==> src/rtl/exu_alu_mc_if.sv <==
// Execute-stage ALU request/response bundle: operand sources, func and the two handshakes.
// Latency: n/a (wires only).
// Backpressure: in_ready/out_ready travel against the direction of their valids.
interface exu_alu_mc_if #(
    parameter int XLEN = 32
);
    logic            in_valid;
    logic            in_ready;
    logic [1:0]      a_sel;
    logic [1:0]      b_sel;
    logic [3:0]      func;
    logic [XLEN-1:0] src1;
    logic [XLEN-1:0] src2;
    logic [XLEN-1:0] pc_out;
    logic [XLEN-1:0] imm;
    logic            flush;
    logic            out_valid;
    logic            out_ready;
    logic [XLEN-1:0] alu_result;
    logic            busy;

    // Issuing side (decode) drives the request and consumes the result.
    modport master (
        output in_valid, a_sel, b_sel, func, src1, src2, pc_out, imm, flush, out_ready,
        input  in_ready, out_valid, alu_result, busy
    );

    // ALU side.
    modport slave (
        input  in_valid, a_sel, b_sel, func, src1, src2, pc_out, imm, flush, out_ready,
        output in_ready, out_valid, alu_result, busy
    );
endinterface

==> src/rtl/exu_alu_mc.sv <==
// Multi-cycle execute ALU: operand select, single-cycle int ops, iterative MUL/MULHU/DIVU/REMU.
// Latency: 1 cycle for single-cycle funcs, XLEN+1 cycles for multiply/divide.
// Backpressure: result held in DONE until out_ready; in_ready only in IDLE; flush aborts.
module exu_alu_mc #(
    parameter int XLEN = 32
) (
    input  logic         clk,
    input  logic         rst,
    exu_alu_mc_if.slave  alu
);
    localparam int SW = $clog2(XLEN);
    localparam int CW = SW + 1;

    localparam logic [3:0] F_ADD    = 4'd1;
    localparam logic [3:0] F_SUB    = 4'd2;
    localparam logic [3:0] F_EQ     = 4'd3;
    localparam logic [3:0] F_NE     = 4'd4;
    localparam logic [3:0] F_LESS_U = 4'd5;
    localparam logic [3:0] F_LESS_S = 4'd6;
    localparam logic [3:0] F_SLL    = 4'd7;
    localparam logic [3:0] F_SRL    = 4'd8;
    localparam logic [3:0] F_SRA    = 4'd9;
    localparam logic [3:0] F_MUL    = 4'd10;
    localparam logic [3:0] F_MULHU  = 4'd11;
    localparam logic [3:0] F_DIVU   = 4'd12;
    localparam logic [3:0] F_REMU   = 4'd13;

    typedef enum logic [1:0] {IDLE, BUSY, DONE} state_t;

    // Captured iterative op: the multiplicand/divisor and which result to return.
    typedef struct packed {
        logic [3:0]      func;
        logic [XLEN-1:0] b;
    } op_t;

    state_t            state_q, state_d;
    op_t               op_q;
    logic [CW-1:0]     cnt_q;
    logic [2*XLEN-1:0] acc_q;
    logic [XLEN-1:0]   res_q;

    logic [XLEN-1:0]   a_mux, b_mux, sc_res, iter_res;
    logic [SW-1:0]     shamt;
    logic              is_iter, accept;
    logic [XLEN:0]     mul_sum, div_diff;
    logic [2*XLEN-1:0] mul_nxt, div_nxt, acc_d;
    logic [XLEN-1:0]   div_rem;
    logic              div_ge, op_is_div;

    assign accept  = alu.in_valid & (state_q == IDLE) & ~alu.flush;
    assign is_iter = (alu.func >= F_MUL) && (alu.func <= F_REMU);
    assign shamt   = b_mux[SW-1:0];

    // Operand selection from the raw sources.
    always_comb begin
        a_mux = '0;
        b_mux = '0;
        case (alu.a_sel)
            2'd1:    a_mux = alu.src1;
            2'd2:    a_mux = alu.pc_out;
            default: a_mux = '0;
        endcase
        case (alu.b_sel)
            2'd1:    b_mux = alu.src2;
            2'd2:    b_mux = alu.imm;
            2'd3:    b_mux = XLEN'(3'd4);
            default: b_mux = '0;
        endcase
    end

    // Single-cycle result, computed from the selected operands at accept.
    always_comb begin
        sc_res = '0;
        case (alu.func)
            F_ADD:    sc_res = a_mux + b_mux;
            F_SUB:    sc_res = a_mux - b_mux;
            F_EQ:     sc_res = {{(XLEN-1){1'b0}}, a_mux == b_mux};
            F_NE:     sc_res = {{(XLEN-1){1'b0}}, a_mux != b_mux};
            F_LESS_U: sc_res = {{(XLEN-1){1'b0}}, a_mux < b_mux};
            F_LESS_S: sc_res = {{(XLEN-1){1'b0}}, $signed(a_mux) < $signed(b_mux)};
            F_SLL:    sc_res = a_mux << shamt;
            F_SRL:    sc_res = a_mux >> shamt;
            F_SRA:    sc_res = $signed(a_mux) >>> shamt;
            default:  sc_res = '0;
        endcase
    end

    // One iteration step. The accumulator holds {hi, lo}: for multiply lo is the
    // remaining multiplier and hi the partial product; for divide hi is the partial
    // remainder and lo shifts dividend bits out while quotient bits shift in.
    // A zero divisor naturally yields an all-ones quotient and remainder = a.
    always_comb begin
        mul_sum   = {1'b0, acc_q[2*XLEN-1:XLEN]} + (acc_q[0] ? {1'b0, op_q.b} : '0);
        mul_nxt   = {mul_sum, acc_q[XLEN-1:1]};
        div_diff  = acc_q[2*XLEN-1:XLEN-1] - {1'b0, op_q.b};
        div_ge    = ~div_diff[XLEN];
        div_rem   = div_ge ? div_diff[XLEN-1:0] : acc_q[2*XLEN-2:XLEN-1];
        div_nxt   = {div_rem, acc_q[XLEN-2:0], div_ge};
        op_is_div = (op_q.func == F_DIVU) || (op_q.func == F_REMU);
        acc_d     = op_is_div ? div_nxt : mul_nxt;
        iter_res  = '0;
        case (op_q.func)
            F_MUL:   iter_res = mul_nxt[XLEN-1:0];
            F_MULHU: iter_res = mul_nxt[2*XLEN-1:XLEN];
            F_DIVU:  iter_res = div_nxt[XLEN-1:0];
            F_REMU:  iter_res = div_nxt[2*XLEN-1:XLEN];
            default: iter_res = '0;
        endcase
    end

    // State register.
    always_ff @(posedge clk or negedge rst) begin
        if (!rst) state_q <= IDLE;
        else      state_q <= state_d;
    end

    // Next-state logic; flush overrides every transition.
    always_comb begin
        state_d = state_q;
        unique case (state_q)
            IDLE:    if (accept) state_d = is_iter ? BUSY : DONE;
            BUSY:    if (cnt_q == CW'(1)) state_d = DONE;
            DONE:    if (alu.out_ready) state_d = IDLE;
            default: state_d = IDLE;
        endcase
        if (alu.flush) state_d = IDLE;
    end

    // Datapath: capture at accept, iterate in BUSY, load the final result.
    always_ff @(posedge clk or negedge rst) begin
        if (!rst) begin
            op_q  <= '0;
            cnt_q <= '0;
            acc_q <= '0;
            res_q <= '0;
        end else if (accept) begin
            op_q  <= '{func: alu.func, b: b_mux};
            cnt_q <= CW'(XLEN);
            acc_q <= {{XLEN{1'b0}}, a_mux};
            if (!is_iter) res_q <= sc_res;
        end else if ((state_q == BUSY) && !alu.flush) begin
            acc_q <= acc_d;
            cnt_q <= cnt_q - CW'(1);
            if (cnt_q == CW'(1)) res_q <= iter_res;
        end
    end

    assign alu.in_ready   = (state_q == IDLE);
    assign alu.busy       = (state_q == BUSY);
    assign alu.out_valid  = (state_q == DONE);
    assign alu.alu_result = res_q;
endmodule

==> src/flat_wrapper.sv <==
// flat-port wrapper written by rule: the top's interface ports become plain ports
module exu_alu_mc_flat 
#(
    parameter int XLEN = 32
)
  (clk, rst, alu_in_valid, alu_a_sel, alu_b_sel, alu_func, alu_src1, alu_src2, alu_pc_out, alu_imm, alu_flush, alu_out_ready, alu_in_ready, alu_out_valid, alu_alu_result, alu_busy);
  exu_alu_mc_if #(.XLEN(XLEN)) alu_i ();
  input  logic clk;
  input  logic rst;
  input wire logic [$bits(alu_i.in_valid)-1:0] alu_in_valid;
  input wire logic [$bits(alu_i.a_sel)-1:0] alu_a_sel;
  input wire logic [$bits(alu_i.b_sel)-1:0] alu_b_sel;
  input wire logic [$bits(alu_i.func)-1:0] alu_func;
  input wire logic [$bits(alu_i.src1)-1:0] alu_src1;
  input wire logic [$bits(alu_i.src2)-1:0] alu_src2;
  input wire logic [$bits(alu_i.pc_out)-1:0] alu_pc_out;
  input wire logic [$bits(alu_i.imm)-1:0] alu_imm;
  input wire logic [$bits(alu_i.flush)-1:0] alu_flush;
  input wire logic [$bits(alu_i.out_ready)-1:0] alu_out_ready;
  output wire logic [$bits(alu_i.in_ready)-1:0] alu_in_ready;
  output wire logic [$bits(alu_i.out_valid)-1:0] alu_out_valid;
  output wire logic [$bits(alu_i.alu_result)-1:0] alu_alu_result;
  output wire logic [$bits(alu_i.busy)-1:0] alu_busy;
  assign alu_i.in_valid = alu_in_valid;
  assign alu_i.a_sel = alu_a_sel;
  assign alu_i.b_sel = alu_b_sel;
  assign alu_i.func = alu_func;
  assign alu_i.src1 = alu_src1;
  assign alu_i.src2 = alu_src2;
  assign alu_i.pc_out = alu_pc_out;
  assign alu_i.imm = alu_imm;
  assign alu_i.flush = alu_flush;
  assign alu_i.out_ready = alu_out_ready;
  assign alu_in_ready = alu_i.in_ready;
  assign alu_out_valid = alu_i.out_valid;
  assign alu_alu_result = alu_i.alu_result;
  assign alu_busy = alu_i.busy;
  exu_alu_mc #(.XLEN(XLEN)) u_core (.clk(clk), .rst(rst), .alu(alu_i));
endmodule
==> config.mk <==
export PLATFORM = sky130hd
export DESIGN_NAME = exu_alu_mc_flat
export DESIGN_NICKNAME = d
export VERILOG_FILES = /design/src/rtl/exu_alu_mc_if.sv /design/src/rtl/exu_alu_mc.sv /design/src/flat_wrapper.sv
export SDC_FILE = /design/constraint.sdc
export NUM_CORES = 1
export LEC_CHECK = 0
export ABC_CLOCK_PERIOD_IN_PS = 3200
export CORE_ASPECT_RATIO = 0.9
export CORE_MARGIN = 2
export CORE_UTILIZATION = 40
export DETAILED_ROUTE_END_ITERATION = 8
export SETUP_SLACK_MARGIN = 0.02
export SYNTH_ARGS = -nofsm -noshare
export SYNTH_HDL_FRONTEND = slang
export SYNTH_SLANG_ARGS = --single-unit
==> constraint.sdc <==
create_clock -name clk -period 3.2 [get_ports clk]
set_input_delay 0.64 -clock clk [delete_from_list [all_inputs] [get_ports clk]]
set_output_delay 0.64 -clock clk [all_outputs]
set_load 0.01 [all_outputs]
# [Word-level counts from Yosys, hierarchy flattened]
# Cells that the tools add are included.
[totals] reg_bits=140 in_bits=141 out_inout_bits=35 word_cells=79
[op_classes] addsub=5 n_lt_le_gt_ge=4 n_eq_ne=27 shift=3 n_mux=21 bitwise=4 n_reduce_logical=9
[ops] cell="$pmux 32 s9" n=1
[ops] cell="$mux 32" n=6
[ops] cell="$mux 64" n=3
[ops] cell="$pmux 32 s4" n=1
[ops] cell="$pmux 32 s3" n=1
[ops] cell="$lt 32x32->1" n=2
[ops] cell="$pmux 32 s2" n=1
[ops] cell="$add 32x33->33" n=1
[ops] cell="$sub 33x32->33" n=1
[ops] cell="$add 32x32->32" n=1
[ops] cell="$eq 32x32->1" n=1
[ops] cell="$ne 32x32->1" n=1
[ops] cell="$shl 32x5->32" n=1
[ops] cell="$shr 32x5->32" n=1
[ops] cell="$sshr 32x5->32" n=1
[ops] cell="$sub 32x32->32" n=1
[ops] cell="$eq 4x4->1 const B" n=6
[ops] cell="$eq 4x3->1 const B" n=4
[ops] cell="$mux 6" n=2
[ops] cell="$mux 2" n=5
[ops] cell="$eq 2x2->1 const B" n=4
[ops] cell="$eq 4x2->1 const B" n=2
[ops] cell="$eq 2x1->1 const B" n=3
[ops] cell="$eq 6x1->1 const B" n=1
[ops] cell="16 further kinds" n=22

# [Depth between registers and ports, before layout]
# Gate-level depths: netlist of the first run.
[logic_depth] ltp_word=6 depth_mapped=19 mapped_depth_nobuf=17

# [Least setup slack after synthesis of the first run]
# OpenSTA, ideal clock, no wires.
[synth_timing] path_type="in2reg" from="input alu_b_sel[1]" to="register u_core.res_q[24], in the netlist u_core.alu.alu_result[24]" setup_ps=126 arrival_time_ps=4563 t_required_ps=3074 path_slack_ps=-1489 stages=17 path_buffers=4 path_cell_list="buf_2 nor2b_1 a22oi_1 inv_1 clkbuf_1 buf_1 clkbuf_1 ha_1 o31ai_2 nand2_1 a2111oi_2 o221ai_2 a2111oi_0 nor3_1 o2bb2ai_1 a21oi_1 a221o_1"
[synth_via] elab_chain_cells=6 word_cells_on_any_way=12 classes_between="2 x add/sub; 3 x eq/ne; 3 x shift; 4 x mux"
[synth_lines] element="start: declaration" line_no="flat_wrapper.sv:12" text="input wire logic [$bits(alu_i.b_sel)-1:0] alu_b_sel;"
[synth_lines] element="$eq 2x2->1 / $eq 2x1->1 (equally long branches)" line_no="exu_alu_mc.sv:63" text="case (alu.b_sel)"
[synth_lines] element="$pmux 32 s3 *" line_no="exu_alu_mc.sv:63"
[synth_lines] element="via u_core.b_mux[3]" line_no="exu_alu_mc.sv:42" text="logic [XLEN-1:0] a_mux, b_mux, sc_res, iter_res;"
[synth_lines] element="$sub 32x32->32 (tied with other cells)" line_no="exu_alu_mc.sv:76" text="F_SUB: sc_res = a_mux - b_mux;"
[synth_lines] element="$pmux 32 s9 *" line_no="exu_alu_mc.sv:74" text="case (alu.func)"
[synth_lines] element="$mux 32 *" line_no="exu_alu_mc.sv:140" text="if (!is_iter) res_q <= sc_res;"
[synth_lines] element="$mux 32 *" line_no="exu_alu_mc.sv:136" text="end else if (accept) begin"
[synth_lines] element="end signal: assignment" line_no="exu_alu_mc.sv:140"
[synth_lines] element="end signal: assignment" line_no="exu_alu_mc.sv:144" text="if (cnt_q == CW'(1)) res_q <= iter_res;"
[synth_lines] element="end: declaration" line_no="exu_alu_mc.sv:40" text="logic [XLEN-1:0] res_q;"
# Mark *: on every way through the listed nets, which the timed path passes. The rest lies on a longest branch. The select of a mux whose other input is x is not followed.
# A chain may end at the register's enable or synchronous reset.

# [Final worst setup path of the first run]
[layout_timing] from="input alu_a_sel[0]" to="register u_core.res_q[28], in the netlist u_core.alu.alu_result[28]"
[layout_via] elab_chain_cells=6 word_cells_on_any_way=11 classes_between="2 x add/sub; 2 x eq/ne; 3 x shift; 4 x mux"
[layout_lines] element="start: declaration" line_no="flat_wrapper.sv:11" text="input wire logic [$bits(alu_i.a_sel)-1:0] alu_a_sel;"
[layout_lines] element="$eq 2x2->1 / $eq 2x1->1 (equally long branches)" line_no="exu_alu_mc.sv:58" text="case (alu.a_sel)"
[layout_lines] element="$pmux 32 s2 *" line_no="exu_alu_mc.sv:58"
[layout_lines] element="$sub 32x32->32 (tied with other cells)" line_no="exu_alu_mc.sv:76"
[layout_lines] element="$pmux 32 s9 *" line_no="exu_alu_mc.sv:74"
[layout_lines] element="$mux 32 *" line_no="exu_alu_mc.sv:140"
[layout_lines] element="$mux 32 *" line_no="exu_alu_mc.sv:136"
# Mark *: on every way between the ends. The rest lies on a longest branch, timed or not. The select of a mux whose other input is x is not followed.

==> flow_summary.toml, run 1 <==
[outcome]
status = "finished with violations"
violations = "negative setup slack"

[cells_and_area]
fin_area_um2 = 32590
seqCellArea_um2 = 3505
area_growth_pct = 67.68
multiInputGateArea_um2 = 17570
mostFrequentLayoutCell = "buf_4"
mostFrequentLayoutCells = "872 x buf_4, 258 x nand2_1, 251 x a21oi_1"
fin_cells = 4276
utilization_pct = 67.99
fillCellCount = 3898
final_nets = 3915
layout-drive-gt1-share_pct = 39.80

[clock_network]
cts_tree = "yes"
path_clk_slew_ns = 0.07
cts-root-buf = "clkbuf_16"
numCtsBuffers = 17
ctsHoldBuffers = 0
htreeDepth = 4
insertion_delay_ns = 0.47
clk_path_buf_depth = 2
cts_sinks = 140

[logic_synthesis]
netlist_area_um2 = 19430
post-synth-top-area-cell = "dfrtp_1"
synth_xor_area_share_pct = 2.975
yosys.area_share.simple_pct = 19.21
synth-adder-area-share_pct = 8.911
ys.flop_type = "dfrtp_1"
synth.mux.area_fraction_pct = 8.460
synth_seq_area_share_pct = 18.03
syn_avg_cell_area_um2 = 7.298
synth_compound_area_share_pct = 36.31
synth_top_family_by_area = "compound AO/OA/AOI/OAI gates"
ys_warn_count = 0
async_reset_ff_share_pct = 100.0
synthDistinctLibCells = 92
synthCells = 2663
syn-num-nets = 2940
synth.area.top_cells = "dfrtp_1 18%, ha_1 8.5%, a21oi_1 7.8%"
synth_edf_count = 0
synth_top_area_share_pct = 18.03
ys_ff_latch = 140

[die]
core_area_um2 = 47930
start_util_pct = 40.55
die_y_um = 213.1
die_width_um = 236.3
die_area_um2 = 50370
ioPinCount = 176
rows = 76

[global_route]
grtUsageMet1_pct = 57.62
grt_overflow = 0
met3_usage_pct = 11.33
grt_pass1_vias = 26016
grt_pass1_wl_mm = 165.3
busiest_layer = "met2"
grt_use_met2_pct = 67.49
grt_max_degree = 89
grtUsageTotal_pct = 43.67
grt_antenna_before_repair = 1

[worst_setup_path]
r2r_end = "u_core.alu.alu_result[15]$_DFFE_PN0P_"
path_cells = "buf_2 -> inv_2 -> ha_4 -> buf_6 -> a22oi_2 -> nor2_4 -> ha_4 -> or3_4 -> or3_4 -> nor2_4 -> a2111oi_4 -> or4_4 -> a311oi_4 -> nor4_2 -> o41a_1 -> o21ai_1 -> nand4_1"
crit_slowest_cell = "or4_4"
reg2reg_depth = 14
path_delay_family = "simple AND/OR/NAND/NOR gates"
critPathRequiredTime_ns = 3.54
r2r_slack_ns = -0.52
critPathKind = "input pin to register"
critPathMaxStageDelay_ns = 0.47
r2r_start = "u_core.acc_q[47]$_DFFE_PN0P_"
crit_arrival_ns = 4.24
critPathBufInv = 3
critPathLaunchType = "input pin"
end_kind = "register"
critPathMaxFanout = 6

[placement]
place.gp.congestion = 1.072
dpl.cell_count = 4147
io_buffers = 175
hpwlAfterDp_mm = 88.07
postPlaceCellArea_um2 = 28360

[power]
ir_drop_mv = 0.4154
power_frac_comb_pct = 61.7
clkPwrFrac_pct = 18.2
power_density_nw_per_um2 = 367.8
p_int_mw = 6.735
switching_share_pct = 43.80
seq_power_share_pct = 20.1
p_leak_nw = 14.61
switchingPower_mw = 5.249

[detailed_routing]
drtAntennaViolNets = 0
via_per_inst = 6.391
drcViolationCount = 0
wirelength_mm = 115.1
first_pass_iters = 7
wire_per_inst_um = 26.91
vias = 27330
drt_iter0_drc = 3507

[sta]
maxSlewViolCount = 0
setup_ws_ns = -0.7023
slew_headroom_pct = 32.79
setup_violations = 64
tightestPinTransition_ns = 0.9992
max_freq_ghz = 0.2563
finalHoldViolations = 0
clock-skew-final_ns = 0.01809
post-route-min-period_ns = 3.902
hold_ws_ns = 0.1528
rsz0062_at_grt = "true"
period_share_pct = 121.9

[worst_hold_path]
worstHoldPathType = "input pin to asynchronous set/reset pin"

[flow_run]
maxCapViolCount = 0
routing by layer:
| metal | up-vias | wire (um) |
|---|---|---|
| met5 | - | 10 |
| met2 | 1783 | 49440 |
| met1 | 13260 | 46430 |
| met4 | 2 | 6192 |
| met3 | 356 | 13010 |
| li1 | 11929 | - |
power by group through the flow:
stage | combinational (mW) | clock [mW] | sequential, mW
4_1_cts | 6.73 | 2.18 | 2.38
3_3_place_gp | 6.03 | 0 | 2.40
2_1_floorplan | 2.93 | 0 | 2.33
3_5_place_dp | 6.10 | 0 | 2.40
6_report | 7.39 | 2.18 | 2.41
5_1_grt | 7.74 | 2.24 | 2.42
worst max path at each step:
stage | end | start | slack [ns] | cells after the start
2_1_floorplan | u_core.alu.alu_result[30]$_DFFE_PN0P_ | alu_b_sel[1] | -0.95 | 17
6_report | u_core.alu.alu_result[28]$_DFFE_PN0P_ | alu_a_sel[0] | -0.70 | 17
4_1_cts | u_core.alu.alu_result[28]$_DFFE_PN0P_ | alu_a_sel[1] | -0.68 | 17
3_3_place_gp | u_core.alu.alu_result[30]$_DFFE_PN0P_ | alu_a_sel[0] | -1.87 | 20
3_5_place_dp | u_core.alu.alu_result[30]$_DFFE_PN0P_ | alu_a_sel[1] | -1.90 | 20
5_1_grt | u_core.alu.alu_result[28]$_DFFE_PN0P_ | alu_a_sel[1] | -0.77 | 17
area by class of cell:
cell class | instances | area share [%]
antenna | 1 | 0.007679
clock buffer | 17 | 1.305
clock inverter | 15 | 0.5759
inverter | 114 | 1.321
multi-input combinational | 2218 | 53.91
sequential | 140 | 10.75
tap | 624 | 2.396
timing repair buffer | 1147 | 29.73
cell usage after synthesis (36+ instances only):
| library cell | count |
|---|---|
| o211ai_1 | 47 |
| nand3_1 | 41 |
| a21oi_1 | 304 |
| nor2_1 | 241 |
| a221o_1 | 49 |
| a21o_1 | 49 |
| o22ai_1 | 36 |
| and2_1 | 46 |
| xnor2_1 | 42 |
| nor3_1 | 50 |
| a22oi_1 | 77 |
| mux2i_1 | 144 |
| clkbuf_1 | 145 |
| dfrtp_1 | 140 |
| nand2_1 | 275 |
| ha_1 | 132 |
| inv_1 | 110 |
| o21ai_0 | 167 |
stage by stage:
step / setup TNS (ns) / power, mW / setup WS [ns]
finish: -20.63 / 11.98 / -0.7023
global route: -27.15 / 12.41 / -0.7727
CTS: -13.93 / 11.29 / -0.6799
detailed placement: -63.75 / 8.496 / -1.896
global placement: -61.30 / 8.426 / -1.867
floorplan: -15.63 / 5.252 / -0.9512
logic make-up (layout without fill, tap and decap cells):
family                     count (synthesis)  after routing
muxes                                    160            160
AOI/OAI and AO/OA                       1051           1051
xor gates and xnor gates                  66             66
buffers and inverters                    305           1293
DFF                                      140            140
other                                      0              1
adders and majority gates                136            136
and+or+nand+nor                          805            805
registers in the layout (all words and copies together), names as in the netlist:
signal / count
u_core.acc_q: 64
u_core.op_q: 36
u_core.alu.alu_result: 32
u_core.cnt_q: 6
u_core.state_q: 2
what timing repair did:
| action | in CTS | in global routing |
|---|---|---|
| setup buffers | 68 | 48 |
| cloned | 1 | 0 |
| pin swaps | 211 | 144 |
| endpoints found under the setup margin | 65 | 65 |
| gates resized for setup | 436 | 174 |
No activity file was read; power rests on OpenSTA's default activity.
==> inputs of run 2 (changes only) <==
--- a/config.mk
+++ b/config.mk
@@ -10,6 +10,7 @@
 export CORE_MARGIN = 2
 export CORE_UTILIZATION = 40
 export DETAILED_ROUTE_END_ITERATION = 8
+export DONT_BUFFER_PORTS = 1
 export SETUP_SLACK_MARGIN = 0.02
 export SYNTH_ARGS = -nofsm -noshare
 export SYNTH_HDL_FRONTEND = slang
==> run 2 against run 1 <==
  * The flow finishes with violations (negative hold slack, negative setup slack)
  * Maximum frequency is 5.0% higher
  * Global-route usage is 0.10 points higher
  * First-iteration DRC count is 10% lower
  * Sequential cell count stayed put
  * Sequential power is 3% higher
  * Critical path depth is 2 lower
  * Utilization is 3.9 points lower
  * Cell count is 4.8% lower
  * Via count is 3.2% lower
  * Non-clock buffer count is 207 lower
  * Highest routed layer unchanged
==> flow_summary.toml, run 2 (synthesized netlist as in run 1, its figures left out) <==
[flow_run]
maxCapViolCount = 0

[cells_and_area]
area_growth_pct = 58.06
mostFrequentLayoutCell = "buf_4"
utilization_pct = 64.09
final_nets = 3708
fin_cells = 4069
fin_area_um2 = 30720
largest_register_ffs = 64
mostFrequentLayoutCells = "828 x buf_4, 261 x nand2_1, 251 x a21oi_1"
regMostFlops = "u_core.acc_q"
layout-drive-gt1-share_pct = 41.64

[clock_network]
htreeDepth = 4
clk_path_buf_depth = 2
insertion_delay_ns = 0.50
numCtsBuffers = 17
path_clk_slew_ns = 0.10
cts-root-buf = "clkbuf_16"
cts_sinks = 140
cts_tree = "yes"

[outcome]
violations = "negative hold slack, negative setup slack"
status = "finished with violations"

[detailed_routing]
wire_per_inst_um = 28.21
vias = 26446
via_per_inst = 6.499
wirelength_mm = 114.8
drt_iter0_drc = 3149
drcViolationCount = 0
drtAntennaViolNets = 0
first_pass_iters = 7

[global_route]
grt_pass1_wl_mm = 164.6
grtUsageTotal_pct = 43.77
grt_antenna_before_repair = 2
grt_max_degree = 141
grt_overflow = 0
grt_pass1_vias = 25214

[power]
total_power_mw = 11.54
ir_drop_mv = 0.2903
power_density_nw_per_um2 = 375.6
p_leak_nw = 13.74

[placement]
dpl.cell_count = 3902
hpwlAfterDp_mm = 86.82
io_buffers = 0
place.gp.congestion = 1.050
postPlaceCellArea_um2 = 26030

[worst_setup_path]
critPathMaxFanout = 6
reg2reg_depth = 15
end_kind = "register"
critPathMaxStageDelay_ns = 0.48
critPathKind = "register to register"
crit_top_cell = "buf_8"
r2r_end = "u_core.alu.alu_result[24]$_DFFE_PN0P_"
r2r_start = "u_core.acc_q[0]$_DFFE_PN0P_"
crit_arrival_ns = 4.06
critPathLaunchType = "register"
r2r_slack_ns = -0.52
critPathBufInv = 3
crit_slowest_cell = "dfrtp_2"
startpoint = "u_core.acc_q[0]$_DFFE_PN0P_"
critPathRequiredTime_ns = 3.54
path_cells = "buf_8 -> buf_8 -> and2_4 -> ha_4 -> or2_4 -> a21o_1 -> nand4_1 -> buf_4 -> a211oi_4 -> or3_4 -> a21oi_4 -> xor2_2 -> o22ai_2 -> a311o_1 -> a221o_1"
path_delay_family = "compound AO/OA/AOI/OAI gates"

[sta]
slew_headroom_pct = 8.426
post-route-min-period_ns = 3.717
rsz0062_at_grt = "true"
maxSlewViolCount = 0
hold_ws_ns = -0.1357
period_share_pct = 116.1
setup_ws_ns = -0.5168
setup_violations = 64
max_freq_ghz = 0.2691
clock-skew-final_ns = 0.03869
finalHoldViolations = 140
tightestPinTransition_ns = 1.370

[die]
die_width_um = 236.3
start_util_pct = 40.55
die_area_um2 = 50370
rows = 76
core_area_um2 = 47930
ioPinCount = 176
die_y_um = 213.1

[worst_hold_path]
worstHoldPathType = "input pin to asynchronous set/reset pin"
[run 2: cell types whose count changed in the layout (fill, tap and decap cells not counted), sizes merged]
cell	delta
buf	-37
bufinv	-1
clkdlybuf4s50	-170
clkinvlp	-1
clkinv	+1
clkbuf	+1
[run 2: final cells by class]
type | count | area [um^2]
Clock inverter | 14 | 160.2
Clock buffer | 18 | 439.2
Inverter | 114 | 435.4
Fill cell | 4067 | 17210
Tap cell | 624 | 780.7
Timing Repair Buffer | 940 | 7682
Multi-Input combinational cell | 2218 | 17710
Antenna cell | 1 | 2.502
Sequential cell | 140 | 3506
[run 2: worst max-delay path by stage]
| stage | to | slack [ns] | cells after the start |
|---|---|---|---|
| after global placement | u_core.alu.alu_result[0]$_DFFE_PN0P_ | -1.66 | 17 |
| after global routing | u_core.alu.alu_result[24]$_DFFE_PN0P_ | -0.60 | 15 |
| final | u_core.alu.alu_result[24]$_DFFE_PN0P_ | -0.52 | 15 |
| after floorplan | u_core.alu.alu_result[30]$_DFFE_PN0P_ | -0.95 | 17 |
| after CTS | u_core.alu.alu_result[30]$_DFFE_PN0P_ | -0.40 | 17 |
| after detailed placement | u_core.alu.alu_result[0]$_DFFE_PN0P_ | -1.58 | 17 |
[run 2: layer usage]
layer  part of all wire (%)  wire, um  track usage (%)
met5                  0.023        26                0
met3                     12     13250            11.70
met4                    4.6      5236            17.53
met1                     40     45920            57.07
met2                     44     50330            68.83
[run 2: worst reg2reg max path, delay by kind of cell, from the launching register on]
kind,cells,cell delay [ns]
AO/OA/AOI/OAI,6,1.32
XOR/XNOR,1,0.23
adder cells (fa/ha/maj),1,0.23
buffers and inverters,3,0.45
flip-flops,1,0.48
AND/OR/NAND/NOR,4,0.90
[run 2: through the flow]
| stage | setup WS [ns] | setup TNS [ns] |
|---|---|---|
| finish | -0.5168 | -18.17 |
| global route | -0.6026 | -21.08 |
| CTS | -0.4038 | -12.35 |
| detailed placement | -1.578 | -43.53 |
| global placement | -1.662 | -41.60 |
| floorplan | -0.9512 | -15.63 |
[run 2: power by group]
part / switching, mW / total [mW] / internal, mW
Combinational: 3.75 / 6.88 / 3.13
Sequential: 0.432 / 2.49 / 2.06
Clock: 0.981 / 2.16 / 1.18
[run 2: timing repair]
item                                    CTS  global route
resized for setup                       436           210
endpoints found under the setup margin   65            65
setup buffers                            94            65
endpoints found under the hold margin   140           140
gates cloned                              2             0
pin swaps                               174           154
